**config.mk**
```make
export PLATFORM = sky130hd
export DESIGN_NAME = prefix_adder_arbiter
export DESIGN_NICKNAME = d
export VERILOG_FILES = /design/src/rtl/prefix_adder_arbiter.sv
export SDC_FILE = /design/constraint.sdc
export NUM_CORES = 1
export LEC_CHECK = 0
export ABC_AREA = 1
export CORE_MARGIN = 2
export CORE_UTILIZATION = 35
export CTS_CLUSTER_SIZE = 8
export DETAILED_ROUTE_END_ITERATION = 8
export GPL_TIMING_DRIVEN = 0
export PLACE_DENSITY = 0.9
export SYNTH_ARGS = -nofsm -noshare
export SYNTH_HDL_FRONTEND = slang
export SYNTH_SLANG_ARGS = --single-unit
```
**constraint.sdc**
```tcl
create_clock -name clk -period 1.25 [get_ports clk]
set_clock_uncertainty 0.05 [all_clocks]
set_input_delay 0.25 -clock clk [delete_from_list [all_inputs] [get_ports clk]]
set_output_delay 0.25 -clock clk [all_outputs]
set_load 0.01 [all_outputs]
```
**src/rtl/prefix_adder_arbiter.sv**
```systemverilog
// Round-robin arbiter sharing one pipelined prefix adder between two requesters.
// Operands are muxed combinationally on a grant. A valid/tag shift register follows
// each operation through the adder so that its result goes back to the requester
// that issued it.
module prefix_adder_arbiter #(
  parameter int unsigned WIDTH   = 8,
  parameter int unsigned LATENCY = 2
) (
  input  logic             clk,
  input  logic             rst,
  input  logic             stall,
  // Requester 0
  input  logic             req0_valid,
  output logic             req0_ready,
  input  logic [WIDTH-1:0] req0_x,
  input  logic [WIDTH-1:0] req0_y,
  input  logic             req0_cin,
  // Requester 1
  input  logic             req1_valid,
  output logic             req1_ready,
  input  logic [WIDTH-1:0] req1_x,
  input  logic [WIDTH-1:0] req1_y,
  input  logic             req1_cin,
  // Shared adder
  output logic [WIDTH-1:0] add_x,
  output logic [WIDTH-1:0] add_y,
  output logic             add_cin,
  input  logic [WIDTH-1:0] add_sum,
  input  logic             add_cout,
  // Responses
  output logic             rsp0_valid,
  output logic [WIDTH-1:0] rsp0_sum,
  output logic             rsp0_cout,
  output logic             rsp1_valid,
  output logic [WIDTH-1:0] rsp1_sum,
  output logic             rsp1_cout,
  output logic             busy
);

  logic               prio_q;
  logic [LATENCY-1:0] vld_q, vld_d;
  logic [LATENCY-1:0] tag_q, tag_d;

  logic grant0, grant1, issue, grant_id;

  logic             rsp0_valid_q, rsp1_valid_q;
  logic [WIDTH-1:0] rsp0_sum_q, rsp1_sum_q;
  logic             rsp0_cout_q, rsp1_cout_q;

  // Round-robin grant: prio only matters when both requesters are valid.
  always_comb begin
    grant0   = ~stall & req0_valid & (~req1_valid | ~prio_q);
    grant1   = ~stall & req1_valid & (~req0_valid | prio_q);
    issue    = grant0 | grant1;
    grant_id = grant1;
  end

  assign req0_ready = grant0;
  assign req1_ready = grant1;

  // Drive the adder with the granted operands, zeros when idle.
  always_comb begin
    add_x   = '0;
    add_y   = '0;
    add_cin = 1'b0;
    if (grant0) begin
      add_x   = req0_x;
      add_y   = req0_y;
      add_cin = req0_cin;
    end else if (grant1) begin
      add_x   = req1_x;
      add_y   = req1_y;
      add_cin = req1_cin;
    end
  end

  // Tracking pipeline next state: entry 0 takes the current issue.
  always_comb begin
    vld_d    = '0;
    tag_d    = '0;
    vld_d[0] = issue;
    tag_d[0] = grant_id;
    for (int i = 1; i < int'(LATENCY); i++) begin
      vld_d[i] = vld_q[i-1];
      tag_d[i] = tag_q[i-1];
    end
  end

  // Priority and tracking state; priority flips away from whoever was just served.
  always_ff @(posedge clk or posedge rst) begin
    if (rst) begin
      prio_q <= 1'b0;
      vld_q  <= '0;
      tag_q  <= '0;
    end else begin
      if (issue) begin
        prio_q <= ~grant_id;
      end
      vld_q <= vld_d;
      tag_q <= tag_d;
    end
  end

  // Capture the adder result into the tagged requester's response; data holds between pulses.
  always_ff @(posedge clk or posedge rst) begin
    if (rst) begin
      rsp0_valid_q <= 1'b0;
      rsp1_valid_q <= 1'b0;
      rsp0_sum_q   <= '0;
      rsp1_sum_q   <= '0;
      rsp0_cout_q  <= 1'b0;
      rsp1_cout_q  <= 1'b0;
    end else begin
      rsp0_valid_q <= vld_q[LATENCY-1] & ~tag_q[LATENCY-1];
      rsp1_valid_q <= vld_q[LATENCY-1] & tag_q[LATENCY-1];
      if (vld_q[LATENCY-1] & ~tag_q[LATENCY-1]) begin
        rsp0_sum_q  <= add_sum;
        rsp0_cout_q <= add_cout;
      end
      if (vld_q[LATENCY-1] & tag_q[LATENCY-1]) begin
        rsp1_sum_q  <= add_sum;
        rsp1_cout_q <= add_cout;
      end
    end
  end

  assign rsp0_valid = rsp0_valid_q;
  assign rsp0_sum   = rsp0_sum_q;
  assign rsp0_cout  = rsp0_cout_q;
  assign rsp1_valid = rsp1_valid_q;
  assign rsp1_sum   = rsp1_sum_q;
  assign rsp1_cout  = rsp1_cout_q;

  assign busy = (|vld_q) | rsp0_valid_q | rsp1_valid_q;

endmodule

```
=== After elaboration in Yosys (flattened, before gate mapping) ===
Index checks and enable logic that the tools add are counted.

* Register bits after elaboration: 25
* Latch bits: 0
* Bits in writable memories: 0
* Memory bits (read-only): 0
* Output and inout port bits: 40
* Logic and storage cells: 33
* Memories kept: 0

* Add/sub/neg operators: 0
* Multiply operators: 0
* Div/mod/pow operators: 0
* $lt $le $gt $ge: 0
* Equal/unequal tests: 0
* Shift-type cells: 0
* Muxes and demuxes: 6
* Bitwise logic cells: 17
* Reductions and logical operators: 1

{| class="wikitable"
|+ Operators with widths
! cell !! number
|-
| 8-bit two-way mux || 4
|-
| 1-bit bitwise AND || 6
|-
| 1-bit inverter || 6
|-
| 1-bit bitwise OR || 5
|-
| 1-bit two-way mux || 2
|-
| 2-bit OR reduction || 1
|}

=== Logic depth before layout (Yosys ltp) ===
Gate-level depths: netlist (run 1).

* Depth in word-level cells: 5
* Gate-level depth with buffers: 5
* Gate-level depth less buffers: 4

=== Worst setup path before layout (run 1) ===
OpenSTA, ideal clock, no wires.

* Path kind: register to output
* Start: register prio_q
* End: output port add_x[4]
* Arrival: 0.882 ns
* Path slack: 0.068 ns
* Cell stages (with the launch flop): 5
* Buffers on the path: 1
* Cell sequence: dfrtp_1 > nand2_2 > buf_2 > nand4_1 > nand2_1

* Cells in the longest elaborated chain, start to end: 4
* Elaborated cells between the ends (all ways): 7
* Those cells by class: mux: 2; bitwise: 5

{| class="wikitable"
|+ Ends and longest elaborated chain
! item !! line !! text
|-
| from (decl) || 40 || <nowiki>logic prio_q;</nowiki>
|-
| from (signal assigned) || 97 || <nowiki>prio_q <= ~grant_id;</nowiki>
|-
| 1-bit bitwise OR or 1-bit inverter (tied branches) || 53, 52 ||
|-
| 1-bit bitwise AND or 1-bit bitwise OR (tied branches) || 53, 52 ||
|-
| 8-bit two-way mux or 1-bit bitwise AND (tied branches) || 70, 52 ||
|-
| 8-bit two-way mux * || 66 || <nowiki>if (grant0) begin</nowiki>
|-
| to (decl) || 25 || <nowiki>output logic [WIDTH-1:0] add_x,</nowiki>
|}

Mark *: on every way between the ends. The rest lies on a longest branch, timed or not.

=== Final worst setup path (run 1) ===
* Start: register prio_q
* End: output port add_y[3]

* Cells in the longest elaborated chain, start to end: 4
* Elaborated cells between the ends (all ways): 7
* Those cells by class: mux: 2; bitwise: 5

{| class="wikitable"
|+ Ends and longest elaborated chain
! item !! line !! text
|-
| 1-bit bitwise OR or 1-bit inverter (tied branches) || 53, 52 ||
|-
| 1-bit bitwise AND or 1-bit bitwise OR (tied branches) || 53, 52 ||
|-
| 8-bit two-way mux or 1-bit bitwise AND (tied branches) || 70, 52 ||
|-
| 8-bit two-way mux * || 66 ||
|-
| to (decl) || 26 || <nowiki>output logic [WIDTH-1:0] add_y,</nowiki>
|}

Marks and branches as above.

==> reports/summary.log, run 1 <==
INFO  worst_setup_path cpPeakStageDelay=0.43ns
INFO  worst_setup_path cp_max_fo=5
INFO  sta            hold_violations=0
INFO  run_status     status=complete, but fails checks
INFO  sta            timing.final.crit_period=1.67ns
INFO  sta            slew-limit-headroom=0.413
INFO  drt            firstDrtPassIters=4
INFO  die            die_y=64.5µm
INFO  min_path       worstHoldPathCells=0
INFO  synth          syn-num-nets=201
INFO  drt            detail_route.drc_violations=0
INFO  synth          syn_area_per_cell=8.38µm²
INFO  worst_setup_path critPathBufInv=3
INFO  die            core=0.00342mm²
INFO  final_layout   layout.area.seq=626µm²
INFO  sta            finalWorstSetupSlack=-0.419ns
INFO  die            die_width=64.5µm
INFO  die            floorplan.rows=21
INFO  final_layout   mostFrequentLayoutCells=sky130_fd_sc_hd__clkdlybuf4s50_1, sky130_fd_sc_hd__nand2_1, sky130_fd_sc_hd__buf_2
INFO  final_layout   fin_util=0.679
INFO  final_layout   multi_input_comb_area=596µm²
INFO  clock_network  tritoncts_clock_tree=built
INFO  clock_network  clock_latency=0.31ns
INFO  synth          yosys_warns=0
INFO  sta            timing.final.max_slew_violations=0
INFO  drt            routed-via-count=1,508
INFO  min_path       min-delay-path-class=reg2reg
INFO  placement      port_buffers=87
INFO  final_layout   nNetsFinal=314
INFO  drt            drt_first_iter_violations=99
INFO  final_layout   drive_above_1_share=0.370
INFO  placement      global_placement_routability_congestion=0.684
INFO  synth          post_synth_inst_count=153
INFO  pwr            report.power.total=2.34mW
INFO  pwr            power_density=1010mW/mm²
INFO  worst_setup_path reg2reg_from=vld_q[1]
INFO  worst_setup_path setup.worst_path.start_class=register
INFO  worst_setup_path ff2ff_setup_slack=0.10ns
INFO  synth          yosys.area_share.simple=0.323
INFO  clock_network  cts_inserted_buffers=3
INFO  clock_network  root_buffer=sky130_fd_sc_hd__clkbuf_4
INFO  sta            setup_viol=20
INFO  global_route   number_of_antenna_violations_at_the_first_check_in_global_routing=0
INFO  worst_setup_path timing.critical_path.arrival=1.37ns
INFO  drt            final_antenna_net_count=0
INFO  worst_setup_path rr_worst_depth=4
INFO  clock_network  cts_num_sinks=25
INFO  pwr            p_leak=1.23nW
INFO  worst_setup_path top_family_by_delay_on_critical_path=flip-flops
INFO  worst_setup_path crit_path_cell_trace=buf_6 > nand2_8 > buf_6 > nand4_1 > nand2_1 > buf_2
INFO  final_layout   finalInstanceArea=0.00232mm²
INFO  synth          synth_compound_area_frac=0.0741
INFO  final_layout   area_growth_syn_to_layout=81.0%
INFO  global_route   first_pass_grt_wire_length=6.59mm
INFO  worst_setup_path crit_required=0.95ns
INFO  synth          yosys.cell_types.count=15
INFO  global_route   groute.usage.overall=0.199
INFO  worst_setup_path path_class=reg2out
INFO  job            maxCapViolCount=0
INFO  min_path       holdPathEnd=tag_q[1]
INFO  synth          syn-cell-area=0.00128mm²
INFO  sta            grt_setup_unrepaired=true
INFO  synth          post_synth_xor_area_fraction=0
INFO  placement      detailedPlacementHpwl=2.79mm
INFO  worst_setup_path setup.worst_path.end_class=output pin
INFO  clock_network  clockBufferDepth=2
INFO  placement      placed_cells_incl_taps=286
INFO  synth          synth.mux.area_fraction=0
INFO  synth          yosys.area_share.adder=0
INFO  drt            via_per_inst=4.85
INFO  die            die_area=0.00416mm²
INFO  run_status     violations_in_the_final_reports=setup timing
INFO  drt            detail_route.wirelength=4.12mm
INFO  sta            clock.fmax=599MHz
INFO  final_layout   layout.cells.non_filler=311
INFO  min_path       holdCritStartpoint=tag_q[0]
INFO  worst_setup_path critical_path.slowest_cell=sky130_fd_sc_hd__dfrtp_1
INFO  synth          synth-seq-area-share=0.488
INFO  global_route   number_of_global_route_vias_before_repair=1,514
INFO  final_layout   antenna-diode-count=0
INFO  synth          synth-seq-cells=25
INFO  sta            period_utilization_post_route=1.34
INFO  worst_setup_path crit-reg2reg-capture=rsp0_sum[5]
INFO  global_route   grt_start_max_net_pins=26
INFO  worst_setup_path critical_path.most_common_cell=sky130_fd_sc_hd__buf_6
INFO  sta            worst_pin_slew=0.880ns
INFO  pwr            irDropWorstVdd=0.000410V
INFO  die            floorplan.initialDensity=0.375
INFO  final_layout   fillCellCount=307
INFO  clock_network  cts.htree.levels=1
INFO  synth          synth_top_family_by_area=simple AND/OR/NAND/NOR gates
INFO  clock_network  worst_setup_hold_path_clk_slew=0.12ns
INFO  global_route   grt-ovfl-total=0
INFO  final_layout   mostFrequentLayoutCell=sky130_fd_sc_hd__clkdlybuf4s50_1
INFO  placement      postPlaceCellArea=0.00221mm²
INFO  die            ios=88
INFO  drt            wl_per_cell=13.2µm
synthesized netlist by cell type:
| cell | number | area (µm²) |
|---|---|---|
| sky130_fd_sc_hd__a21oi_1 | 1 | 5.00 |
| sky130_fd_sc_hd__buf_2 | 4 | 20.0 |
| sky130_fd_sc_hd__buf_6 | 3 | 33.8 |
| sky130_fd_sc_hd__buf_8 | 2 | 30.0 |
| sky130_fd_sc_hd__dfrtp_1 | 25 | 626 |
| sky130_fd_sc_hd__inv_1 | 15 | 56.3 |
| sky130_fd_sc_hd__inv_2 | 2 | 7.51 |
| sky130_fd_sc_hd__nand2_1 | 38 | 143 |
| sky130_fd_sc_hd__nand2_2 | 6 | 37.5 |
| sky130_fd_sc_hd__nand3_1 | 18 | 90.1 |
| sky130_fd_sc_hd__nand3_2 | 1 | 10.0 |
| sky130_fd_sc_hd__nand4_1 | 17 | 106 |
| sky130_fd_sc_hd__nor2_1 | 2 | 7.51 |
| sky130_fd_sc_hd__nor2_8 | 1 | 20.0 |
| sky130_fd_sc_hd__o21ai_0 | 18 | 90.1 |
how the worst max path moves through the flow:
| stage | from | end | slack (ns) | cells past startpoint |
|---|---|---|---|---|
| global placement | req1_valid | add_x[6] | -0.93 | 6 |
| detailed placement | req1_valid | add_x[4] | -0.94 | 6 |
| global route | prio_q | add_y[3] | -0.52 | 6 |
| finish | prio_q | add_y[3] | -0.42 | 6 |
| CTS | prio_q | add_y[5] | -0.42 | 6 |
| floorplan | prio_q | add_x[4] | 0.07 | 4 |
routing by layer:
| layer | GRT usage | vias to the layer above | wire length [µm] |
|---|---|---|---|
| li1 | - | 736 | - |
| met1 | 0.227 | 699 | 1700 |
| met2 | 0.382 | 66 | 2080 |
| met3 | 0.0260 | 7 | 265 |
| met4 | 0.0638 | 0 | 68 |
| met5 | 0 | - | 0 |
stage by stage:
| step | TNS, ns | hold slack (ns) | worst slack [ns] |
|---|---|---|---|
| finish | -7.09 | 0.317 | -0.419 |
| global route | -8.62 | 0.330 | -0.518 |
| CTS | -6.97 | 0.320 | -0.416 |
| detailed placement | -21.37 | 0.291 | -0.943 |
| global placement | -20.32 | 0.284 | -0.926 |
| floorplan | 0 | 0.227 | 0.0676 |
power breakdown:
part,leakage [nW],total [mW],switching [mW],internal (mW)
sequential,0.309,1.02,0.0761,0.945
combinational,0.907,0.975,0.451,0.524
clock,0.0150,0.347,0.223,0.125
total,1.23,2.34,0.750,1.59
repair_timing:
item                       CTS  global route
setup buffers               12             6
resized for setup          162            21
setup endpoints to repair   40            35
gates cloned                 2             1
pin swaps                   13             4
hold buffers                 0             0
flip-flops by register name (all words and copies together) (netlist names):
register,flops
rsp1_valid,1
rsp0_sum,8
vld_q,2
rsp1_sum,8
rsp0_valid,1
tag_q,2
prio_q,1
rsp1_cout,1
rsp0_cout,1
layout make-up:
type	instances	area share
Inverter	17	0.0275
Buffer	9	0.0426
Clock buffer	4	0.0113
Sequential cell	25	0.270
Timing Repair Buffer	107	0.368
Multi-Input combinational cell	103	0.257
Tap cell	46	0.0248
kinds of logic after synthesis:
| family | Yosys count |
|---|---|
| AND/OR/NAND/NOR | 83 |
| buffers and inverters | 26 |
| flip-flops | 25 |
| AO/OA/AOI/OAI | 19 |
Note: power is estimated with default switching activity, not from simulation.
==> inputs of run 2 (changes only) <==
--- a/config.mk
+++ b/config.mk
@@ -6,12 +6,14 @@
 export NUM_CORES = 1
 export LEC_CHECK = 0
 export ABC_AREA = 1
+export CORE_ASPECT_RATIO = 0.75
 export CORE_MARGIN = 2
 export CORE_UTILIZATION = 35
 export CTS_CLUSTER_SIZE = 8
 export DETAILED_ROUTE_END_ITERATION = 8
 export GPL_TIMING_DRIVEN = 0
 export PLACE_DENSITY = 0.9
+export REMOVE_ABC_BUFFERS = 1
 export SYNTH_ARGS = -nofsm -noshare
 export SYNTH_HDL_FRONTEND = slang
 export SYNTH_SLANG_ARGS = --single-unit
==> reports/summary.log, run 2 (synthesis results as in run 1) <==
INFO  run_status     status=complete, but fails checks
INFO  run_status     violations_in_the_final_reports=setup timing
INFO  drt            route.met2.wl=2.08mm
INFO  placement      detailedPlacementHpwl=2.55mm
INFO  worst_setup_path timing.critical_path.arrival=1.40ns
INFO  die            die_area=0.00417mm²
INFO  worst_setup_path reg2reg_from=vld_q[1]
INFO  final_layout   finalInstanceArea=0.00241mm²
INFO  global_route   number_of_global_route_vias_before_repair=1,354
INFO  die            die_y=56.4µm
INFO  sta            timing.final.max_slew_violations=0
INFO  drt            detail_route.wirelength=4.33mm
INFO  worst_setup_path crit-reg2reg-capture=rsp0_sum[1]
INFO  final_layout   nNetsFinal=303
INFO  final_layout   antenna-diode-count=0
INFO  final_layout   drive_above_1_share=0.283
INFO  sta            final.setup.tns=-6.77ns
INFO  worst_setup_path path_class=reg2out
INFO  worst_setup_path setup.worst_path.start_class=register
INFO  sta            clock.fmax=589MHz
INFO  worst_setup_path setup.worst_path.end_class=output pin
INFO  min_path       holdCritStartpoint=tag_q[0]
INFO  clock_network  cts_num_sinks=25
INFO  drt            via_per_inst=4.73
INFO  worst_setup_path critPathBufInv=3
INFO  drt            detail_route.wirelength.met1=1.94mm
INFO  clock_network  cts_inserted_buffers=3
INFO  die            floorplan.rows=19
INFO  placement      global_placement_routability_congestion=0.717
INFO  drt            final_antenna_net_count=0
INFO  global_route   grt_start_max_net_pins=26
INFO  global_route   groute.usage.overall=0.214
INFO  placement      postPlaceCellArea=0.00213mm²
INFO  sta            period_utilization_post_route=1.36
INFO  job            maxCapViolCount=0
INFO  pwr            relative_contribution_of_combinational_cells_to_total_power=0.389
INFO  worst_setup_path crit_path_cell_trace=buf_12 > inv_12 > nand2_4 > nand3_1 > nand2_1 > clkdlybuf4s15_2
INFO  pwr            power_density=1020mW/mm²
INFO  sta            finalWorstSetupSlack=-0.449ns
INFO  placement      port_buffers=87
INFO  drt            wl_per_cell=14.1µm
INFO  pwr            power.share.clock=0.191
INFO  clock_network  ctsHoldBuffers=0
INFO  worst_setup_path critical_path.slowest_cell=sky130_fd_sc_hd__dfrtp_2
INFO  pwr            switching_power_total=0.766mW
INFO  pwr            p_int=1.68mW
INFO  drt            routed-via-count=1,448
INFO  worst_setup_path ff2ff_setup_slack=0.15ns
INFO  final_layout   area_growth_syn_to_layout=87.8%
INFO  pwr            power.share.switching=0.314
INFO  clock_network  worst_setup_hold_path_clk_slew=0.08ns
INFO  pwr            p_leak=1.17nW
INFO  drt            firstDrtPassIters=4
INFO  worst_setup_path critical_path_cell_count=6
INFO  clock_network  clock_latency=0.26ns
INFO  drt            wl_met3=164µm
INFO  clock_network  tritoncts_clock_tree=built
INFO  clock_network  cts.htree.levels=1
INFO  drt            detail_route.drc_violations=0
INFO  sta            setup_viol=20
INFO  die            core=0.00359mm²
INFO  min_path       holdPathEnd=tag_q[1]
INFO  global_route   grt-ovfl-total=0
INFO  die            floorplan.initialDensity=0.357
INFO  sta            timing.final.crit_period=1.70ns
INFO  pwr            irDropWorstVdd=0.000567V
INFO  min_path       min-delay-path-class=reg2reg
INFO  die            ios=88
INFO  drt            drt_first_iter_violations=97
INFO  drt            top_layer=met4
INFO  worst_setup_path rr_worst_depth=3
INFO  worst_setup_path top_family_by_delay_on_critical_path=flip-flops
INFO  sta            hold_violations=0
INFO  die            die_width=73.9µm
INFO  clock_network  root_buffer=sky130_fd_sc_hd__clkbuf_8
INFO  final_layout   fin_util=0.671
INFO  global_route   first_pass_grt_wire_length=6.94mm
INFO  final_layout   mostFrequentLayoutCell=sky130_fd_sc_hd__clkdlybuf4s50_1
INFO  worst_setup_path crit_required=0.95ns
INFO  clock_network  clockBufferDepth=2
INFO  sta            worst_pin_slew=0.568ns
INFO  worst_setup_path cp_max_fo=5
INFO  sta            grt_setup_unrepaired=true
INFO  sta            slew-limit-headroom=0.621
INFO  global_route   number_of_antenna_violations_at_the_first_check_in_global_routing=0
INFO  min_path       worstHoldPathCells=0
INFO  final_layout   mostFrequentLayoutCells=sky130_fd_sc_hd__clkdlybuf4s50_1, sky130_fd_sc_hd__nand2_1, sky130_fd_sc_hd__dfrtp_1
INFO  worst_setup_path cpPeakStageDelay=0.44ns
INFO  pwr            power_frac_seq=0.420
## run 2: cell types whose count changed in the layout (fill, tap and decap cells not counted), sizes merged
cell / previous run / this run
buf: 60 / 33
clkinvlp: 0 / 2
dlygate4sd2: 1 / 2
clkbuf: 14 / 4
clkdlybuf4s15: 1 / 22
inv: 17 / 16
nand2: 45 / 47
nor2: 3 / 4
## run 2: worst max-delay path by stage
stage	startpoint	end	slack [ns]
floorplan	prio_q	add_cin	0.13
finish	prio_q	add_y[4]	-0.45
detailed placement	req0_valid	add_y[0]	-1.40
global placement	req0_valid	add_y[2]	-1.38
global route	prio_q	add_y[4]	-0.49
CTS	prio_q	add_y[1]	-0.44
## run 2: cell type report
| cell class | instances | area, µm² |
|---|---|---|
| timing repair inverter | 1 | 7.51 |
| multi-input combinational | 106 | 652 |
| clock buffer | 4 | 45.0 |
| timing repair buffer | 101 | 930 |
| tap | 52 | 65.1 |
| sequential | 25 | 627 |
| fill | 300 | 1180 |
| inverter | 17 | 82.6 |
## run 2: layer usage
metal  vias to the layer above  track usage
li1                        720            -
met1                       670        0.288
met2                        44        0.344
met3                        14       0.0449
met4                         0       0.0675
met5                         -            0
## run 2: timing repair
action	CTS	global route
resized for setup	133	29
pin swaps	9	16
cloned	5	0
setup buffers	9	5
setup endpoints to repair	43	61
## run 2: metrics by stage
step                      hold slack, ns  cells  worst slack, ns  total power [mW]
after global routing               0.332    306           -0.489              2.58
after detailed placement           0.286    283            -1.40              1.90
after CTS                          0.304    301           -0.440              2.37
final                              0.311    306           -0.449              2.44
after global placement             0.283    283            -1.38              1.88
after floorplan                    0.227    144            0.131              1.33
## run 2: power groups by stage
stage / combinational [mW] / clock, mW / sequential, mW
finish: 0.952 / 0.467 / 1.03
global route: 1.03 / 0.509 / 1.04
CTS: 0.874 / 0.474 / 1.02
detailed placement: 0.856 / 0 / 1.04
global placement: 0.842 / 0 / 1.03
floorplan: 0.239 / 0 / 1.09
## run 2: worst register-to-register path: cells and delay by family (launching register included)
kind / cells / cell delay [ns]
flip-flops: 1 / 0.39
AO/OA/AOI/OAI: 1 / 0.14
buffers and inverters: 1 / 0.14
AND/OR/NAND/NOR: 1 / 0.25
==> inputs of run 3 (changes only) <==
--- a/config.mk
+++ b/config.mk
@@ -7,13 +7,13 @@
 export LEC_CHECK = 0
 export ABC_AREA = 1
 export CORE_ASPECT_RATIO = 0.75
-export CORE_MARGIN = 2
+export CORE_MARGIN = 10
 export CORE_UTILIZATION = 35
 export CTS_CLUSTER_SIZE = 8
 export DETAILED_ROUTE_END_ITERATION = 8
 export GPL_TIMING_DRIVEN = 0
 export PLACE_DENSITY = 0.9
-export REMOVE_ABC_BUFFERS = 1
+export SLEW_MARGIN = 25
 export SYNTH_ARGS = -nofsm -noshare
 export SYNTH_HDL_FRONTEND = slang
 export SYNTH_SLANG_ARGS = --single-unit
==> reports/summary.log, run 3 (synthesis results as in run 1) <==
INFO  die            die_y=72.4µm
INFO  placement      detailedPlacementHpwl=3.74mm
INFO  die            die_area=0.00651mm²
INFO  placement      port_buffers=87
INFO  worst_setup_path reg2reg_from=vld_q[1]
INFO  clock_network  cts_inserted_buffers=3
INFO  final_layout   finalInstanceArea=0.00238mm²
INFO  run_status     violations_in_the_final_reports=setup timing
INFO  final_layout   mostFrequentLayoutCell=sky130_fd_sc_hd__clkdlybuf4s50_1
INFO  drt            routed-via-count=1,483
INFO  sta            grt_setup_unrepaired=true
INFO  die            floorplan.rows=18
INFO  drt            detail_route.drc_violations=0
INFO  worst_setup_path setup.worst_path.start_class=register
INFO  placement      global_placement_routability_congestion=0.741
INFO  final_layout   antenna-diode-count=0
INFO  worst_setup_path worstSetupStartpoint=prio_q
INFO  job            maxCapViolCount=0
INFO  worst_setup_path cp_max_fo=8
INFO  drt            firstDrtPassIters=4
INFO  global_route   groute.usage.overall=0.138
INFO  worst_setup_path setup.worst_path.end_class=output pin
INFO  pwr            report.power.total=2.42mW
INFO  global_route   number_of_global_route_vias_before_repair=1,479
INFO  worst_setup_path crit_required=0.95ns
INFO  min_path       min-delay-path-class=reg2reg
INFO  placement      postPlaceCellArea=0.00222mm²
INFO  sta            final.setup.tns=-6.23ns
INFO  worst_setup_path path_class=reg2out
INFO  die            die_width=89.9µm
INFO  global_route   first_pass_grt_wire_length=7.56mm
INFO  clock_network  ctsHoldBuffers=0
INFO  final_layout   fin_util=0.699
INFO  die            core=0.00340mm²
INFO  sta            timing.final.max_slew_violations=0
INFO  final_layout   nNetsFinal=302
INFO  worst_setup_path timing.critical_path.arrival=1.33ns
INFO  die            ios=88
INFO  sta            hold_violations=0
INFO  final_layout   mostFrequentLayoutCells=sky130_fd_sc_hd__clkdlybuf4s50_1, sky130_fd_sc_hd__nand2_1, sky130_fd_sc_hd__dfrtp_1
INFO  die            floorplan.initialDensity=0.377
INFO  global_route   number_of_antenna_violations_at_the_first_check_in_global_routing=0
INFO  worst_setup_path ff2ff_setup_slack=0.09ns
INFO  pwr            p_leak=1.18nW
INFO  global_route   grt-ovfl-total=0
INFO  worst_setup_path rr_worst_depth=4
INFO  final_layout   area_growth_syn_to_layout=85.4%
INFO  sta            worst_pin_slew=0.539ns
INFO  drt            via_per_inst=4.89
INFO  drt            drt_first_iter_violations=98
INFO  sta            period_utilization_post_route=1.30
INFO  drt            detail_route.wirelength=5.01mm
INFO  min_path       worstHoldPathCells=0
INFO  global_route   grt_start_max_net_pins=26
INFO  pwr            irDropWorstVdd=0.000769V
INFO  drt            wl_per_cell=16.5µm
INFO  sta            timing.final.crit_period=1.63ns
INFO  sta            slew-limit-headroom=0.640
INFO  sta            finalWorstSetupSlack=-0.381ns
INFO  sta            clock.fmax=613MHz
INFO  drt            final_antenna_net_count=0
INFO  sta            setup_viol=19
INFO  clock_network  tritoncts_clock_tree=built
INFO  clock_network  worst_setup_hold_path_clk_slew=0.08ns
INFO  clock_network  root_buffer=sky130_fd_sc_hd__clkbuf_8
INFO  clock_network  clockBufferDepth=2
INFO  clock_network  cts_num_sinks=25
INFO  clock_network  cts.htree.levels=1
INFO  min_path       holdCritStartpoint=tag_q[0]
INFO  clock_network  clock_latency=0.26ns
INFO  pwr            power_density=1020mW/mm²
INFO  final_layout   drive_above_1_share=0.241
INFO  run_status     status=complete, but fails checks
[run 3: cell count changes in the layout (fill, tap and decap cells not counted), sizes merged]
cell | previous run | this run
buf | 33 | 39
clkdlybuf4s15 | 22 | 20
clkinvlp | 2 | 1
nor2 | 4 | 3
dlygate4sd2 | 2 | 1
nand2 | 47 | 44
clkbuf | 4 | 5
[run 3: repair_timing]
item	in CTS	in global routing
buffers inserted	5	3
gates resized for setup	131	31
setup endpoints to repair	40	61
pin swaps	19	5
cloned	2	0
endpoints found under the hold margin	0	0
[run 3: critical path: stages (launching register included)]
cell	delay, ns
sky130_fd_sc_hd__dfrtp_1	0.41
sky130_fd_sc_hd__buf_6	0.15
sky130_fd_sc_hd__nand2_8	0.08
sky130_fd_sc_hd__buf_6	0.13
sky130_fd_sc_hd__nand4_1	0.10
sky130_fd_sc_hd__nand2_1	0.08
sky130_fd_sc_hd__buf_2	0.13
[run 3: where the power goes]
group / switching (mW) / internal [mW] / total (mW)
Clock: 0.227 / 0.227 / 0.454
Combinational: 0.440 / 0.503 / 0.944
Sequential: 0.0766 / 0.946 / 1.02
Total: 0.744 / 1.68 / 2.42
[run 3: per-layer routing]
layer / vias to the layer above / share of wire / GRT usage
met5: - / 0 / 0
met4: 0 / 0.020 / 0.0317
met3: 8 / 0.048 / 0.0349
met2: 48 / 0.56 / 0.261
met1: 711 / 0.37 / 0.153
li1: 716 / - / -
[run 3: final timing paths]
path,to
min in group asynchronous,rsp1_valid
worst min register to register,tag_q[1]
worst min-delay path,tag_q[1]
worst max register to register,rsp1_sum[5]
worst max-delay path,add_x[0]
max in group asynchronous,rsp0_sum[2]
[run 3: through the flow]
stage / setup slack, ns / cells / hold WS, ns
floorplan: 0.0676 / 153 / 0.227
global placement: -0.951 / 290 / 0.283
detailed placement: -0.943 / 290 / 0.285
CTS: -0.346 / 301 / 0.304
global route: -0.479 / 303 / 0.316
finish: -0.381 / 303 / 0.303
[run 3: area by class of cell]
type                    count  area, µm²
fillers                   282       1020
repair buffers             96        910
flip-flops and latches     25        626
multi-input cells         102        564
plain buffers               9        103
inverters                  17       67.6
well taps                  50       62.6
clock buffers               4       45.0
